`config.mk`:
```
export PLATFORM = sky130hd
export DESIGN_NAME = conv_in_loader
export DESIGN_NICKNAME = d
export VERILOG_FILES = /design/src/rtl/conv_pkg.sv /design/src/rtl/conv_ld_cnt.sv /design/src/rtl/conv_in_loader.sv
export SDC_FILE = /design/constraint.sdc
export NUM_CORES = 1
export LEC_CHECK = 0
export CAP_MARGIN = 20
export CORE_UTILIZATION = 50
export DETAILED_ROUTE_END_ITERATION = 8
export GPL_TIMING_DRIVEN = 0
export PLACE_DENSITY = 0.78
export SETUP_SLACK_MARGIN = 0.1
export SLEW_MARGIN = 20
export SYNTH_ARGS = -nofsm -noshare
export SYNTH_HDL_FRONTEND = slang
export SYNTH_SLANG_ARGS = --single-unit
```
`constraint.sdc`:
```
create_clock -name clk -period 5.4 [get_ports clk]
set_input_delay 1.62 -clock clk [delete_from_list [all_inputs] [get_ports clk]]
set_output_delay 1.62 -clock clk [all_outputs]
set_load 0.05 [all_outputs]
```
`src/rtl/conv_pkg.sv`:
```
// conv_pkg: shared defaults and types for the convolution input loader.
//   INWIDTH_D, DI_W_D, DI_H_D, FIL_S_D : default word width / ifmap size / filter side
//   DO_W_D, DO_H_D                     : resulting valid-convolution output size
//   ld_state_e                         : loader FSM state encoding
//   cnt_w()                            : counter/index width for a dimension of n elements
package conv_pkg;

  localparam int INWIDTH_D = 16;
  localparam int DI_W_D    = 7;
  localparam int DI_H_D    = 7;
  localparam int FIL_S_D   = 3;
  localparam int DO_W_D    = DI_W_D - FIL_S_D + 1;
  localparam int DO_H_D    = DI_H_D - FIL_S_D + 1;

  typedef enum logic [1:0] {
    IDLE     = 2'd0,
    LOAD_FIL = 2'd1,
    LOAD_DAT = 2'd2,
    HOLD     = 2'd3
  } ld_state_e;

  // Width needed to index n elements (at least one bit).
  function automatic int cnt_w(input int n);
    return (n <= 1) ? 1 : $clog2(n);
  endfunction

endpackage

```
`src/rtl/conv_ld_cnt.sv`:
```
// conv_ld_cnt: row-major row/column position counter for the loader.
//   clk, rst     : clock, asynchronous active-low reset
//   clr_i        : synchronous clear to (0,0); wins over en_i
//   en_i         : advance one position
//   last_col_i   : highest column index of the current matrix
//   last_row_i   : highest row index of the current matrix
//   col_o, row_o : current position
//   wrap_o       : en_i while sitting on the final position (counter returns to 0,0)
module conv_ld_cnt
  import conv_pkg::*;
#(
  parameter int MAX_W = DI_W_D,
  parameter int MAX_H = DI_H_D,
  parameter int CW    = cnt_w(MAX_W),
  parameter int RW    = cnt_w(MAX_H)
) (
  input  logic          clk,
  input  logic          rst,
  input  logic          clr_i,
  input  logic          en_i,
  input  logic [CW-1:0] last_col_i,
  input  logic [RW-1:0] last_row_i,
  output logic [CW-1:0] col_o,
  output logic [RW-1:0] row_o,
  output logic          wrap_o
);

  logic [CW-1:0] col_q;
  logic [RW-1:0] row_q;
  logic          col_end;
  logic          row_end;

  assign col_end = (col_q == last_col_i);
  assign row_end = (row_q == last_row_i);

  always_ff @(posedge clk or negedge rst) begin
    if (!rst) begin
      col_q <= '0;
      row_q <= '0;
    end else if (clr_i) begin
      col_q <= '0;
      row_q <= '0;
    end else if (en_i) begin
      if (col_end) begin
        col_q <= '0;
        row_q <= row_end ? '0 : row_q + 1'b1;
      end else begin
        col_q <= col_q + 1'b1;
      end
    end
  end

  assign col_o  = col_q;
  assign row_o  = row_q;
  assign wrap_o = en_i && col_end && row_end;

endmodule

```
`src/rtl/conv_in_loader.sv`:
```
// conv_in_loader: streams a tile frame (filter words, then ifmap words, both
// row-major) from a valid/ready source into FILTER / DATA_IN and presents the
// complete tile to the PE array with out_valid until out_ready.
//   clk, rst          : clock, asynchronous active-low reset
//   keep_filter       : (only with CONV_FILTER_REUSE_EN) at the tile handshake,
//                       next frame carries ifmap words only and FILTER is kept
//   in_valid/in_ready : word handshake; in_data signed word, in_last on final word
//   out_valid/out_ready : tile handshake
//   FILTER, DATA_IN   : presented tile, only ever updated with a complete frame
//   frame_err         : one-cycle pulse when in_last is misplaced or missing
// Optional feature macro: CONV_FILTER_REUSE_EN.
// Words land in staging buffers and are copied to the output arrays in the
// cycle the final word is accepted, so an aborted or reset frame never
// disturbs the presented tile.
module conv_in_loader
  import conv_pkg::*;
#(
  parameter int INWIDTH = INWIDTH_D,
  parameter int DI_W    = DI_W_D,
  parameter int DI_H    = DI_H_D,
  parameter int FIL_S   = FIL_S_D
) (
  input  logic                      clk,
  input  logic                      rst,
`ifdef CONV_FILTER_REUSE_EN
  input  logic                      keep_filter,
`endif
  input  logic                      in_valid,
  output logic                      in_ready,
  input  logic signed [INWIDTH-1:0] in_data,
  input  logic                      in_last,
  output logic                      out_valid,
  input  logic                      out_ready,
  output logic signed [INWIDTH-1:0] FILTER  [0:FIL_S-1][0:FIL_S-1],
  output logic signed [INWIDTH-1:0] DATA_IN [0:DI_H-1][0:DI_W-1],
  output logic                      frame_err
);

  localparam int CMAX_W = (FIL_S > DI_W) ? FIL_S : DI_W;
  localparam int CMAX_H = (FIL_S > DI_H) ? FIL_S : DI_H;
  localparam int CW     = cnt_w(CMAX_W);
  localparam int RW     = cnt_w(CMAX_H);
  localparam int FCW    = cnt_w(FIL_S);
  localparam int DCW    = cnt_w(DI_W);
  localparam int DRW    = cnt_w(DI_H);

  ld_state_e state_q, state_d;

  logic          xfer;
  logic          cnt_clr;
  logic          cnt_wrap;
  logic          commit;
  logic          err_d;
  logic          keep_fil;
  logic          out_valid_q;
  logic          frame_err_q;
  logic [CW-1:0] col, last_col;
  logic [RW-1:0] row, last_row;

  logic signed [INWIDTH-1:0] fil_stg [0:FIL_S-1][0:FIL_S-1];
  logic signed [INWIDTH-1:0] dat_stg [0:DI_H-1][0:DI_W-1];
  logic signed [INWIDTH-1:0] fil_q   [0:FIL_S-1][0:FIL_S-1];
  logic signed [INWIDTH-1:0] dat_q   [0:DI_H-1][0:DI_W-1];

`ifdef CONV_FILTER_REUSE_EN
  assign keep_fil = keep_filter;
`else
  assign keep_fil = 1'b0;
`endif

  assign in_ready = (state_q == LOAD_FIL) || (state_q == LOAD_DAT);
  assign xfer     = in_valid && in_ready;

  // The single counter walks the filter matrix or the ifmap depending on phase.
  assign last_col = (state_q == LOAD_FIL) ? CW'(FIL_S - 1) : CW'(DI_W - 1);
  assign last_row = (state_q == LOAD_FIL) ? RW'(FIL_S - 1) : RW'(DI_H - 1);

  conv_ld_cnt #(
    .MAX_W (CMAX_W),
    .MAX_H (CMAX_H),
    .CW    (CW),
    .RW    (RW)
  ) u_cnt (
    .clk        (clk),
    .rst        (rst),
    .clr_i      (cnt_clr),
    .en_i       (xfer),
    .last_col_i (last_col),
    .last_row_i (last_row),
    .col_o      (col),
    .row_o      (row),
    .wrap_o     (cnt_wrap)
  );

  always_comb begin
    state_d = state_q;
    cnt_clr = 1'b0;
    commit  = 1'b0;
    err_d   = 1'b0;
    case (state_q)
      IDLE: state_d = LOAD_FIL;
      LOAD_FIL: begin
        if (xfer) begin
          if (in_last) begin
            // in_last is never legal inside the filter part: restart the frame.
            err_d   = 1'b1;
            cnt_clr = 1'b1;
          end else if (cnt_wrap) begin
            cnt_clr = 1'b1;
            state_d = LOAD_DAT;
          end
        end
      end
      LOAD_DAT: begin
        if (xfer) begin
          if (cnt_wrap && in_last) begin
            commit  = 1'b1;
            state_d = HOLD;
          end else if (cnt_wrap || in_last) begin
            err_d   = 1'b1;
            cnt_clr = 1'b1;
            state_d = LOAD_FIL;
          end
        end
      end
      HOLD: begin
        if (out_ready) begin
          cnt_clr = 1'b1;
          state_d = keep_fil ? LOAD_DAT : LOAD_FIL;
        end
      end
      default: state_d = IDLE;
    endcase
  end

  always_ff @(posedge clk or negedge rst) begin
    if (!rst) begin
      state_q     <= IDLE;
      out_valid_q <= 1'b0;
      frame_err_q <= 1'b0;
    end else begin
      state_q     <= state_d;
      out_valid_q <= (state_d == HOLD);
      frame_err_q <= err_d;
    end
  end

  // Staging buffers: written word by word, contents only matter once committed.
  always_ff @(posedge clk) begin
    if (xfer && (state_q == LOAD_FIL)) begin
      fil_stg[row[FCW-1:0]][col[FCW-1:0]] <= in_data;
    end
    if (xfer && (state_q == LOAD_DAT)) begin
      dat_stg[row[DRW-1:0]][col[DCW-1:0]] <= in_data;
    end
  end

  // Presented tile: the last ifmap word bypasses staging so the tile is
  // complete in the same cycle out_valid rises.
  always_ff @(posedge clk or negedge rst) begin
    if (!rst) begin
      for (int r = 0; r < FIL_S; r++) begin
        for (int c = 0; c < FIL_S; c++) begin
          fil_q[r][c] <= '0;
        end
      end
      for (int r = 0; r < DI_H; r++) begin
        for (int c = 0; c < DI_W; c++) begin
          dat_q[r][c] <= '0;
        end
      end
    end else if (commit) begin
      for (int r = 0; r < FIL_S; r++) begin
        for (int c = 0; c < FIL_S; c++) begin
          fil_q[r][c] <= fil_stg[r][c];
        end
      end
      for (int r = 0; r < DI_H; r++) begin
        for (int c = 0; c < DI_W; c++) begin
          dat_q[r][c] <= dat_stg[r][c];
        end
      end
      dat_q[DI_H-1][DI_W-1] <= in_data;
    end
  end

  assign FILTER    = fil_q;
  assign DATA_IN   = dat_q;
  assign out_valid = out_valid_q;
  assign frame_err = frame_err_q;

endmodule

```
# Yosys cells after proc, flatten, opt, wreduce, memory -nomap -nowiden
# Memory sizes are Yosys's and may differ from the RTL's. A register that Yosys moved wholly into a read port is not among the register bits.
# Index checks and enable logic that the tools add are counted.
dict set report word_totals {
  register_bits 26
  ramBits 928
  output_inout_bits 931
  wordCells 84
  inputBits 21
  mem_count 2
}
dict set report classes {
  bitwise_logic 2
  n_reduce_logical 24
  n_addsub 2
  muxes 38
  magnitude_cmp 4
  n_eq_ne 6
}
# name words width read_ports rd_ports_with_merged_regs wr line_no
set mem_list {}
lappend mem_list {dat_stg 7 112 7 7 1 conv_in_loader.sv:61} ;# logic signed [INWIDTH-1:0] dat_stg [0:DI_H-1][0:DI_W-1];
lappend mem_list {fil_stg 3 48 3 3 1 conv_in_loader.sv:60} ;# logic signed [INWIDTH-1:0] fil_stg [0:FIL_S-1][0:FIL_S-1];
# operator n
set op_table {}
lappend op_table {{two-way mux 112 bit} 1}
lappend op_table {{demux 16 bit (select 3 bit)} 1}
lappend op_table {{two-way mux 48 bit} 1}
lappend op_table {{demux 16 bit (select 2 bit)} 1}
lappend op_table {{two-way mux 16 bit} 2}
lappend op_table {{two-way mux 3 bit} 8}
lappend op_table {{two-way mux 1 bit} 14}
lappend op_table {{two-way mux 2 bit} 7}
lappend op_table {{logical NOT 1 bit} 10}
lappend op_table {{logical AND 1 bit} 8}
lappend op_table {{one-hot mux 2 bit (4 select lines)} 1}
lappend op_table {{adder 3 x 1 -> 3 bit, second input constant} 2}
lappend op_table {{== test 2 bit, second input constant} 3}
lappend op_table {{== test 3 bit} 2}
lappend op_table {{greater-or-equal comparator 4 bit, second input constant} 1}
lappend op_table {{less-than comparator 4 x 1 -> 1 bit, second input constant} 1}
lappend op_table {{inverter 3 -> 4 bit} 1}
lappend op_table {{nonzero test 2 bit} 2}
lappend op_table {{greater-or-equal comparator 3 bit, second input constant} 1}
lappend op_table {{less-than comparator 3 x 1 -> 1 bit, second input constant} 1}
lappend op_table {{inverter 2 -> 3 bit} 1}
lappend op_table {{one-hot mux 1 bit (3 select lines)} 1}
lappend op_table {{== test 2 x 1 -> 1 bit, second input constant} 1}
lappend op_table {{logical NOT 2 bit} 1}
lappend op_table {{3 further kinds} 4}

# Depth between registers and ports, before layout
dict set report logic_depth {
  depth_word 12
  ltp_mapped 14
  depth_no_buf 11
}

# Modules after synthesis
# Synthesis repeated with hierarchy kept, for this count alone.
dict set report unflattened {
  hier_cells 3041
  area_unflattened_um2 66241.0
}
# mod seq_area_each_um2 cells_per_inst instances area_each_um2
set by_module_without_submodules {}
lappend by_module_without_submodules {conv_in_loader 50708.6 3000 1 65853.2}
lappend by_module_without_submodules {conv_ld_cnt 150.1 41 1 387.9}

# Worst setup path after synthesis
# No wires, ideal clock.
dict set report synth_path {
  kind {in2reg}
  from {input in_valid}
  to {memory fil_stg[0][32] (netlist bit) (enable)}
  t_arrival_ps 3480
  cell_stages 2
  required_time_ps 4964
  setup_time_ps 436
  path_slack_ps 1483
  cell_sequence {nand2_1 > nor4b_1}
}
dict set report synth_via {
  elab_chain_len 4
}
# item line_no
set synth_lines {}
lappend synth_lines {{from (decl)} conv_in_loader.sv:28} ;# input logic in_valid,
lappend synth_lines {{logical AND 1 bit} conv_in_loader.sv:72} ;# assign xfer = in_valid && in_ready;
lappend synth_lines {{logical AND 1 bit} conv_in_loader.sv:150} ;# if (xfer && (state_q == LOAD_FIL)) begin
lappend synth_lines {{two-way mux 1 bit} conv_in_loader.sv:150}
lappend synth_lines {{two-way mux 48 bit (not written as such)} conv_in_loader.sv:151} ;# fil_stg[row[FCW-1:0]][col[FCW-1:0]] <= in_data;
lappend synth_lines {{to (decl)} conv_in_loader.sv:60}
# No other way between the ends.

# Final worst setup path
dict set report layout_path {
  from {register state_q[1]}
  to {output in_ready}
}
dict set report layout_via {
  elab_chain_len 2
}
# item line_no
set layout_lines {}
lappend layout_lines {{from (decl)} conv_in_loader.sv:47} ;# ld_state_e state_q, state_d;
lappend layout_lines {{from (signal assigned)} conv_in_loader.sv:142} ;# state_q <= state_d;
lappend layout_lines {{== test 2 x 1 -> 1 bit or == test 2 bit (tied branches)} conv_in_loader.sv:71} ;# assign in_ready = (state_q == LOAD_FIL) || (state_q == LOAD_DAT);
lappend layout_lines {{logical OR 1 bit *} conv_in_loader.sv:71}
lappend layout_lines {{to (decl)} conv_in_loader.sv:29} ;# output logic in_ready,
# Mark *: on every way between the ends. The rest lies on a longest branch, timed or not.

==> flow_metrics.tcl <==
set metrics [dict create \
    ios 952 \
    seqPwrFrac_pct 52.6 \
    rsz0062_at_grt "no" \
    vias 32600 \
    drv_slew 0 \
    pwr-share-comb_pct 3.3 \
    grt_max_degree 144 \
    fin_tns_setup_ns 0 \
    synth.most_common_cell "dfrtp_1" \
    finalSetupViolCount 0 \
    area_growth_pct 28.5 \
    cts_buffers 178 \
    finalPower_uw 28500 \
    cp_data_required_time_ns 3.78 \
    cts_resized 0 \
    maxCapViolCount 0 \
    hold_violations 0 \
    synth_edf_count 912 \
    clkLatencyLatePin_ns 0.82 \
    syn_nets 3070 \
    viasPerCell 5.31 \
    p_clk_share_pct 44.1 \
    cts_tree "done" \
    antenna_found_initial 7 \
    p_switching_uw 6110 \
    initial_core_util_pct 50.5 \
    arrival_ns 2.77 \
    avgRoutedWirePerCell_um 29.0 \
    ys_ff_latch 1850 \
    dpl_cell_area_mm2 0.0795 \
    ys.warnings.count 0 \
    gp_congestion 0.811 \
    status "complete, no violations" \
    final_core_util_pct 64.9 \
    final.setup_skew_ns 0.0400 \
    grt_pass1_wl_um 254000 \
    slew_headroom_pct 35.9 \
    cts_sinks 1850 \
    synth_cell_types 40 \
    grt_pass1_vias 34400 \
    synth_top_area_cell "edfxtp_1" \
    ys_seq_area_share_pct 76.4 \
    syn_inst 3042 \
    clkTransAtPathRegs_ns 0.06 \
    grtUsageTotal_pct 26.6 \
    io_buffers 951 \
    grt-ovfl-total 0 \
    die-height_um 367 \
    final_nets 4260 \
    post_cts_buffers 0 \
    seqCellArea_mm2 0.0509 \
    die_area_mm2 0.135 \
    async_flop_share_pct 50.7 \
    crit_type "register to output pin" \
    cts_max_level 4 \
    synth_area_mm2 0.0665 \
    crit_path_end_kind "output pin" \
    fp.dieW_um 367 \
    root_buffer "clkbuf_16" \
    peakVddDrop_v 0.000329 \
    final_area_mm2 0.0855 \
    drt_iter0_markers 2467 \
    place.detailed.hpwl_um 116000 \
    synth_top_area_share_pct 41.2 \
    synth_ff_type "dfrtp_1" \
    switching_share_pct 21.5 \
    cts_max_path_buffers 3 \
    critical_path.max_fanout 6 \
    worstMarginPinSlew_ns 0.960 \
    min_period_ns 4.39 \
    timing.fmax_ghz 0.228 \
    finalCritPeriodShare_pct 81.4 \
    layout-drive-gt1-share_pct 33.1 \
    syn_avg_cell_area_um2 21.9 \
    routed_wl_um 178000 \
    num-fill-cells 8590 \
    internal_power_uw 22400 \
    worst_setup_path_start_kind "register" \
    multi_input_area_mm2 0.0141 \
    rows 133 \
    postRouteAntennaNets 0 \
    core_mm2 0.132 \
    leakagePower_uw 0.0347 \
    cts_hold_buf 0 \
    yosys-top-cells-area "edfxtp_1 41%, dfrtp_1 35%, mux2_4 16%" \
    drc 0 \
    synthTopCellsByCount "938 x dfrtp_1, 912 x edfxtp_1, 700 x mux2_4, 228 x mux2_2, 78 x buf_12" \
    powerDensity_mw_per_mm2 333 \
    hp-class "register to register" \
    whs_ns 0.454 \
    dr.pass1.iters 5 \
]
## cell type report
| class | instances | share of cell area (%) |
|---|---|---|
| Multi-Input combinational cell | 1072 | 16.5 |
| Antenna cell | 4 | 0.0117 |
| Clock inverter | 68 | 0.852 |
| Timing Repair Buffer | 1010 | 12.4 |
| Tap cell | 1755 | 2.57 |
| Buffer | 113 | 2.10 |
| Clock buffer | 265 | 6.10 |
| Sequential cell | 1850 | 59.5 |
| Inverter | 7 | 0.0307 |
## metal layers
layer  share of wire [%]  track usage [%]  vias up
met4                 4.5             11.7        2
met2                  48             42.3     1349
met3                 8.2             8.11      330
met5              0.0095                0        -
li1                    -                -    13700
met1                  39             33.6    17300
## layout by cell type, fill, tap and decap left out, types with 26 or more instances in the layout
cell type,netlist,final
buf_16,0,26
dfrtp_1,938,938
mux2_4,700,700
mux2_2,228,228
clkbuf_16,0,182
edfxtp_1,912,912
clkinv_2,0,30
clkdlybuf4s50_1,0,934
clkbuf_1,6,54
buf_6,2,29
buf_12,78,80
nor2_2,0,47
buf_4,23,28
clkbuf_8,0,35
## path summary, 6_finish.rpt
kind | from | endpoint | slack [ns] | cells past startpoint
worst min-delay path | dat_stg[5][97] | DATA_IN[209] | 0.45 | 1
worst min register to register | dat_stg[5][97] | DATA_IN[209] | 0.45 | 1
worst max-delay path | state_q[1] | in_ready | 1.01 | 3
min in group asynchronous | rst | DATA_IN[645] | 0.73 | 1
worst max register to register | state_q[1] | dat_stg[5][12] | 1.88 | 6
max in group asynchronous | rst | DATA_IN[25] | 2.28 | 4
## stage by stage
step	cells	worst slack (ns)
floorplan	3042	1.48
global placement	5748	-41.58
detailed placement	5807	0.382
CTS	6140	0.954
global route	6141	0.903
finish	6144	1.01
## power groups by stage
stage	clock (uW)	combinational [uW]	sequential, uW
2_1_floorplan	0	262	15300
3_3_place_gp	0	796	15300
3_5_place_dp	0	935	15300
4_1_cts	12700	938	15000
5_1_grt	13300	991	15000
6_report	12600	927	15000
## sequential cells by signal (all words and copies together), names as in the netlist
signal and cells:
dat_stg 768, u_cnt.row_o 3, DATA_IN 784, frame_err 1, u_cnt.col_o 3, fil_stg 144, state_q 2, FILTER 144
out_valid 1
## worst max-delay path, stage by stage, from the launching register on
cell and delay, ns:
dfrtp_1 0.45, inv_1 0.09, ha_1 0.41, clkdlybuf4s50_1 1.02
## cell families after synthesis
kind of cell / synth area share (%)
compound gates: 0.224
xor+xnor: 0.0376
fa+ha+maj: 0.132
buf+inv: 2.74
flops: 76.4
mux: 19.7
simple gates: 0.790
(Power assumes the default switching activity.)
